--- config.mk ---
export PLATFORM = sky130hd
export DESIGN_NAME = cordic_nco_frontend
export DESIGN_NICKNAME = d
export VERILOG_FILES = /design/src/rtl/cordic_nco_frontend.sv
export SDC_FILE = /design/constraint.sdc
export NUM_CORES = 1
export LEC_CHECK = 0
export CORE_AREA = 3 3 148 150
export DETAILED_ROUTE_END_ITERATION = 8
export DIE_AREA = 0 0 151 153
export GPL_TIMING_DRIVEN = 0
export PLACE_DENSITY = 0.61
export SLEW_MARGIN = 10
export SYNTH_ARGS = -nofsm -noshare
export SYNTH_HDL_FRONTEND = slang
export SYNTH_SLANG_ARGS = --single-unit
--- constraint.sdc ---
create_clock -name clk -period 5.84 [get_ports clk]
set_input_delay 1.168 -clock clk [delete_from_list [all_inputs] [get_ports clk]]
set_output_delay 1.168 -clock clk [all_outputs]
set_load 0.05 [all_outputs]
--- src/rtl/cordic_nco_frontend.sv ---
// NCO phase accumulator with nearest-quadrant fold: produces a pre-rotated,
// gain-compensated start vector and a +/-pi/4 residual angle for a CORDIC rotator.
module cordic_nco_frontend #(
    parameter int PHASE_W = 16,
    parameter int DATA_W  = 16,
    parameter int K_INIT  = 19896,
    parameter int HALF_PI = 25736
) (
    input  logic                     clk,
    input  logic                     reset,
    input  logic                     enable,
    input  logic [PHASE_W-1:0]       freq_word,
    input  logic [PHASE_W-1:0]       phase_offset,
    input  logic                     load_phase,
    input  logic [PHASE_W-1:0]       load_value,
    output logic signed [DATA_W-1:0] x_out,
    output logic signed [DATA_W-1:0] y_out,
    output logic signed [DATA_W-1:0] angle_out,
    output logic [1:0]               quadrant_out,
    output logic [PHASE_W-1:0]       phase_out,
    output logic                     valid_out
);

    localparam int QSHIFT = PHASE_W - 2;
    localparam int PROD_W = PHASE_W + DATA_W;
    localparam logic [PHASE_W-1:0]       ROUND = PHASE_W'(1) << (PHASE_W - 3);
    localparam logic signed [DATA_W-1:0] K_POS = DATA_W'(K_INIT);
    localparam logic signed [DATA_W-1:0] K_NEG = DATA_W'(-K_INIT);

    logic [PHASE_W-1:0] acc;
    logic [PHASE_W-1:0] p1;
    logic               v1;

    logic [1:0]                q_nxt;
    logic signed [PHASE_W-1:0] r_nxt;
    logic signed [PROD_W-1:0]  prod;
    logic signed [DATA_W-1:0]  angle_nxt;
    logic signed [DATA_W-1:0]  x_nxt;
    logic signed [DATA_W-1:0]  y_nxt;

    // NOTE: sequential state uses non-blocking assignments so every register
    // samples pre-edge values regardless of block ordering.
    always_ff @(posedge clk or negedge reset) begin
        if (!reset) begin
            acc <= '0;
        end else if (load_phase) begin
            acc <= load_value;
        end else if (enable) begin
            acc <= acc + freq_word;
        end
    end

    // Stage 1 samples the accumulator before this edge's load/increment lands.
    always_ff @(posedge clk or negedge reset) begin
        if (!reset) begin
            p1 <= '0;
            v1 <= 1'b0;
        end else begin
            p1 <= acc + phase_offset;
            v1 <= enable;
        end
    end

    // NOTE: every always_comb output gets a default first so no path infers a latch.
    always_comb begin
        x_nxt = '0;
        y_nxt = '0;
        q_nxt = 2'((p1 + ROUND) >> QSHIFT);
        r_nxt = $signed(p1 - {q_nxt, {QSHIFT{1'b0}}});
        prod  = PROD_W'(r_nxt) * PROD_W'(HALF_PI);
        angle_nxt = DATA_W'(prod >>> QSHIFT);
        case (q_nxt)
            2'd0: x_nxt = K_POS;
            2'd1: y_nxt = K_POS;
            2'd2: x_nxt = K_NEG;
            2'd3: y_nxt = K_NEG;
            default: ;
        endcase
    end

    always_ff @(posedge clk or negedge reset) begin
        if (!reset) begin
            x_out        <= '0;
            y_out        <= '0;
            angle_out    <= '0;
            quadrant_out <= '0;
            phase_out    <= '0;
            valid_out    <= 1'b0;
        end else begin
            x_out        <= x_nxt;
            y_out        <= y_nxt;
            angle_out    <= angle_nxt;
            quadrant_out <= q_nxt;
            phase_out    <= p1;
            valid_out    <= v1;
        end
    end

endmodule

# == After elaboration in Yosys (flattened, before gate mapping) ==
# Index checks and enable logic that the tools add are counted.
# totals
wordCells,23
out_inout_bits,67
in_bits,52
regBits,100
# classes
n_addsub,4
n_eq_ne,3
n_mul,1
mux,4
reduce_logical,2
# op_table
operator,n
16-bit one-hot mux with 2 select lines,2
16-bit adder,2
16-bit 2-to-1 mux,2
"16-bit by 13-bit multiplier with 27-bit output, second input constant",1
"16-bit by 14-bit adder with 16-bit output, second input constant",1
16-bit subtractor,1
"2-bit == test, second input constant",2
"2-bit by 1-bit == test with 1-bit output, second input constant",1
2-bit logical NOT,1
2-bit nonzero test,1

# == Depth between registers and ports, before layout ==
# Gate-level depths: netlist of run 1.
# depth
word_depth,3
mapped_depth,17

# == Worst setup path before layout of run 1 ==
# Ideal clock, no wire load.
# synth_path
kind,flip-flop to flip-flop
startpoint,register p1[13]
endpoint,register angle_out[13]
path_stages_with_launch,16
path_slack_ns,1.368
arrival_ns,4.346
period_less_slack_ns,4.472
cell_sequence,dfrtp_1 -> ha_1 -> xor2_1 -> clkbuf_1 -> inv_1 -> fa_1 -> xnor2_1 -> xnor2_1 -> ha_1 -> ha_1 -> a21oi_1 -> o22a_1 -> nand3_1 -> o41a_1 -> a21o_1 -> xor2_1
# synth_via
elab_chain_len,3
# synth_lines
item,line_no,source
from (decl),31,logic [PHASE_W-1:0] p1;
from (signal assigned),59,p1 <= acc + phase_offset;
16-bit by 14-bit adder with 16-bit output,68,q_nxt = 2'((p1 + ROUND) >> QSHIFT);
16-bit subtractor *,69,"r_nxt = $signed(p1 - {q_nxt, {QSHIFT{1'b0}}});"
16-bit by 13-bit multiplier with 27-bit output *,70,prod = PROD_W'(r_nxt) * PROD_W'(HALF_PI);
via prod[27],36,logic signed [PROD_W-1:0] prod;
to (signal assigned),92,angle_out <= angle_nxt;
to (decl),18,"output logic signed [DATA_W-1:0] angle_out,"
# Mark *: on every way through the listed nets, which the timed path passes. The rest lies on a longest branch.
# A chain may end at the register's enable or synchronous reset.

# == Worst setup path after layout of run 1 ==
# Ends and elaborated chain as after synthesis.

==> impl_metrics.toml, run 1 <==
[timing]
drv_slew = 0
holdWs_ns = 0.350
fmax_ghz = 0.194
final.setup.tns_ns = 0
clock_skew_ns = 0.0117
rsz0062_at_grt = "no"
relSlewSlack_pct = 40.9
setup_ws_ns = 0.685
worst_pin_slew_ns = 0.881
period_needed_ns = 5.16
finalCritPeriodShare_pct = 88.3
setup_viol = 0
hold_viol_final = 0

[final_layout]
num_antenna_cells = 0
fillers = 2114
fin_nets = 949
area_delta_synth_final_pct = 28.4
drive_gt1_share_pct = 6.83
utilization_pct = 39.3

[clocking]
clk_latency_ns = 0.35
cts_resized = 0
cts_tree = "built"
numClockSinks = 73
cts-root-buf = "clkbuf_16"
numCtsBuffers = 9
clockBufferDepth = 2
clk_pin_slew_ns = 0.06
cts.hold.buffers_added = 0
cts-htree-levels = 3
postCtsSetupBuffers = 0

[route]
drtAntennaViolNets = 0
drc = 0
firstDrtPassIters = 4
avgRoutedWirePerCell_um = 13.6
routed_wl_um = 14100
drt-initial-drc-count = 141
via_per_inst = 4.42
dr_total_vias = 4583

[setup_path]
worst_path_max_delay_cell = "fa_1"
critPathTopFamily = "adder cells"
crit_path_cell_trace = "ha_1, xor2_1, clkbuf_1, inv_1, fa_1, xnor2_1, xnor2_1, ha_1, ha_1, a21oi_1, o22a_1, nand3_1, o41a_1, a21o_1, xor2_1"
crit_buf_inv = 2
ff2ff_setup_slack_ns = 0.68
rr_worst_depth = 15
end_kind = "register"
crit_arrival_ns = 5.37
crit_path_max_incr_delay_ns = 0.68
crit_top_cell = "ha_1"
crit_type = "register to register"
cp_max_fo = 13
cp.required_ns = 6.05
critPathLaunchType = "register"
crit_cells = 15

[status]
outcome = "finished, final reports clean"

[flow_run]
max_cap_violations = 0

[yosys]
synth_top_family_by_area = "adder cells"
synthXorXnorAreaFrac_pct = 7.70
synth_mux_area_share_pct = 1.47
synth_edf_count = 0
ys_async_sr_fraction_pct = 100
ys.flop_type = "dfrtp_1"
ys_types = 57
synth_compound_area_share_pct = 13.0
synth_area_per_cell_um2 = 10.1
ys.warnings.count = 0
yosys.area_share.simple_pct = 9.23
synth-seq-cells = 73
synth_area_um2 = 6370
ys_seq_area_share_pct = 28.7
syn_inst = 629
synthAdderAreaFrac_pct = 32.0

[global_routing]
grt_overflow = 0
grt_max_degree = 46
grt_usage_pct = 12.9
grt_pass1_vias = 4743
grt_pass1_wl_um = 23600
antenna_found_initial = 0

[hold_path]
hold_depth = 0
worstHoldPathType = "register to register"

[floorplan]
die_y_um = 153
dieArea_um2 = 23100
core_region_area_um2 = 20800
die_w_um = 151
start_util_pct = 30.6
pin_count = 119
core.rowCount = 53

[place]
post-place-ws_ns = 0.619
dp_hpwl_um = 11400
gp_congestion = 0.854
numPortBuffers = 111
kinds of logic (layout without fill, tap and decap cells):
logic type | Yosys count | count (layout)
XOR/XNOR | 56 | 56
flip-flops | 73 | 73
multiplexers | 9 | 9
other | 1 | 6
buffers and inverters | 107 | 234
AND/OR/NAND/NOR | 116 | 116
AO/OA/AOI/OAI | 127 | 127
adder cells (fa/ha/maj) | 140 | 140
worst paths after layout:
check | from | endpoint
setup reg to reg | p1[13] | angle_out[13]
max in group asynchronous | reset | acc[0]
hold / removal | v1 | valid_out
min in group asynchronous | reset | phase_out[7]
hold reg to reg | v1 | valid_out
setup / recovery | p1[13] | angle_out[13]
sequential cells by signal (all words and copies together), names as in the netlist:
name          cells
angle_out        16
x_out             3
quadrant_out      2
phase_out        16
p1               16
valid_out         1
acc              16
y_out             2
v1                1
synthesized netlist by cell type, types with 2 or more instances:
master,n,area [um2]
o211ai_1,3,22.5
and3_1,4,25.0
inv_1,73,274
clkbuf_1,6,22.5
a22o_1,2,17.5
ha_1,102,1280
fa_1,38,761
nand2_1,34,128
xor2_1,19,166
dfrtp_1,73,1830
o31a_1,2,17.5
a21o_1,14,105
nand4b_1,2,17.5
nor2b_1,10,62.6
o21ai_0,23,115
a221o_1,2,20.0
nand4_1,7,43.8
a211oi_1,2,15.0
mux2_2,3,33.8
nand3_1,10,50.1
nand2b_1,7,43.8
o311a_1,2,20.0
buf_4,27,203
nor3_1,2,10.0
nor4b_1,2,17.5
nor2_1,26,97.6
a22oi_1,3,22.5
xnor2_1,37,324
and2_1,4,25.0
o21ai_1,2,10.0
a21oi_1,38,190
o22ai_1,3,18.8
o21bai_1,3,22.5
mux2i_1,6,60.1
a31oi_1,8,50.1
o21a_1,9,67.6
cell type report:
type	instances	area [um2]	share of cell area, %
Inverter	73	274	3.35
Multi-Input combinational cell	454	4060	49.6
Timing Repair Buffer	112	1140	13.9
Clock buffer	10	229	2.80
Buffer	34	229	2.80
Tap cell	275	344	4.21
Clock inverter	5	81.3	0.994
Sequential cell	73	1830	22.3
metal layers:
layer / track usage (%) / wire length, um / share of wire [%]
met1: 16.7 / 6560 / 47
met4: 4.23 / 189 / 1.3
met2: 21.7 / 6890 / 49
met3: 2.22 / 460 / 3.3
met5: 0 / 0 / 0
cells in the final DEF, fill, tap and decap left out, drive strengths merged, types with 10 or more instances in the layout:
cell           count
nor2b             10
nor2              26
clkbuf            16
nand2             34
xnor2             37
inv               73
a21o              14
a21oi             39
o21ai             25
nand3             10
buf               30
dfrtp             73
xor2              19
clkdlybuf4s50    110
fa                38
ha               102
metrics by stage:
step,instance area [um2],std cells
final,8180,1036
after global routing,8180,1036
after CTS,8180,1036
after detailed placement,7870,1021
after global placement,7840,1020
after floorplan,6390,634
Power of run 1 is left out: the tool's default activity adds up to more than one toggle a clock period on the data nets, which glitch-free logic cannot reach.
==> inputs of run 2 (changes only) <==
Settings changed: RECOVER_POWER from default to 25.
==> run 2 against run 1 <==
The flow now finishes with violations (max-capacitance violations, max-slew violations). First-iteration DRC count stayed put. Cell count unchanged. Flip-flop and latch count unchanged. Highest routed layer unchanged.
==> impl_metrics.toml, run 2 (synthesized netlist as in run 1, its figures left out) <==
[setup_path]
end_kind = "register"
crit_type = "register to register"
cp_max_fo = 13
critPathLaunchType = "register"
crit_arrival_ns = 5.37
cp.required_ns = 6.05

[floorplan]
pin_count = 119
core.rowCount = 53
die_y_um = 153
die_w_um = 151
core_region_area_um2 = 20800
dieArea_um2 = 23100
start_util_pct = 30.6

[timing]
rsz0062_at_grt = "no"
drv_slew = 75
finalCritPeriodShare_pct = 88.3
period_needed_ns = 5.16
worst_pin_slew_ns = 2.53
hold_viol_final = 0
setup_viol = 0
fmax_ghz = 0.194
final.setup.tns_ns = 0
clock_skew_ns = 0.0117
relSlewSlack_pct = -68.4

[clocking]
clockBufferDepth = 2
clk_latency_ns = 0.35
cts_resized = 0
cts-htree-levels = 3
cts.hold.buffers_added = 0
cts_tree = "built"
numClockSinks = 73
cts-root-buf = "clkbuf_16"
clk_pin_slew_ns = 0.06
postCtsSetupBuffers = 0
numCtsBuffers = 9

[final_layout]
area_delta_synth_final_pct = 28.0
fin_nets = 949
num_antenna_cells = 0
layout_common_cells = "clkdlybuf4s50_1, ha_1, inv_1, dfrtp_1"
fillers = 2116
final_common_cell = "clkdlybuf4s50_1"
drive_gt1_share_pct = 6.57

[route]
wl_met2_um = 6910
met3RoutedLength_um = 460
met1Wirelength_um = 6530
firstDrtPassIters = 4
routed.top_layer = "met4"
via_per_inst = 4.43
routed_wl_um = 14100
drc = 0
dr_total_vias = 4590
drt-initial-drc-count = 141
drtAntennaViolNets = 0
avgRoutedWirePerCell_um = 13.6

[flow_run]
max_cap_violations = 2

[status]
violations = "max-capacitance violations, max-slew violations"
outcome = "complete, but fails checks"

[place]
gp_congestion = 0.854
dp_hpwl_um = 11400
numPortBuffers = 111

[global_routing]
antenna_found_initial = 0
grt_usage_pct = 12.9
grt_overflow = 0
grt_max_degree = 46
grt_pass1_vias = 4743
grt_pass1_wl_um = 23600

[hold_path]
worstHoldPathType = "register to register"
## run 2: layout make-up
cell class | instances | area [um2] | share of cell area (%)
Sequential cell | 73 | 1830 | 22.4
Clock buffer | 10 | 229 | 2.81
Timing Repair Buffer | 112 | 1110 | 13.6
Clock inverter | 5 | 81.3 | 0.998
Tap cell | 275 | 344 | 4.22
Inverter | 73 | 274 | 3.36
Multi-Input combinational cell | 454 | 4060 | 49.8
Buffer | 34 | 229 | 2.81
## run 2: metal layers
layer | up-vias | GRT usage, %
met5 | - | 0
met4 | 0 | 4.23
met3 | 10 | 2.22
met2 | 75 | 21.7
met1 | 2131 | 16.7
li1 | 2374 | -
## run 2: stage by stage
stage / setup slack, ns / cells / utilization [%] / area [um2] / hold WS [ns]
2_1_floorplan: 1.37 / 634 / - / 6390 / 0.331
3_3_place_gp: 0.590 / 1020 / 37.7 / 7840 / 0.339
3_5_place_dp: 0.619 / 1021 / 37.8 / 7870 / 0.342
4_1_cts: 0.573 / 1036 / 39.3 / 8180 / 0.354
5_1_grt: 0.122 / 1036 / 39.1 / 8150 / 0.357
6_report: 0.682 / 1036 / 39.1 / 8150 / 0.350
## run 2: path summary, 6_finish.rpt
path | start | end | slack [ns] | cells after the start
setup / recovery | p1[13] | angle_out[13] | 0.68 | 15
hold / removal | v1 | valid_out | 0.35 | 0
setup reg to reg | p1[13] | angle_out[13] | 0.68 | 15
hold reg to reg | v1 | valid_out | 0.35 | 0
max in group asynchronous | reset | acc[0] | 1.62 | 2
min in group asynchronous | reset | phase_out[7] | 1.18 | 1
## run 2: worst max-delay path, cell delays in order (launching register included)
cell and delay, ns:
dfrtp_1 0.64, ha_1 0.25, xor2_1 0.29, clkbuf_1 0.42
inv_1 0.49, fa_1 0.68, xnor2_1 0.13, xnor2_1 0.09
ha_1 0.33, ha_1 0.36, a21oi_1 0.20, o22a_1 0.17
nand3_1 0.19, o41a_1 0.44, a21o_1 0.21, xor2_1 0.14
Power of run 2 is left out for the same reason.
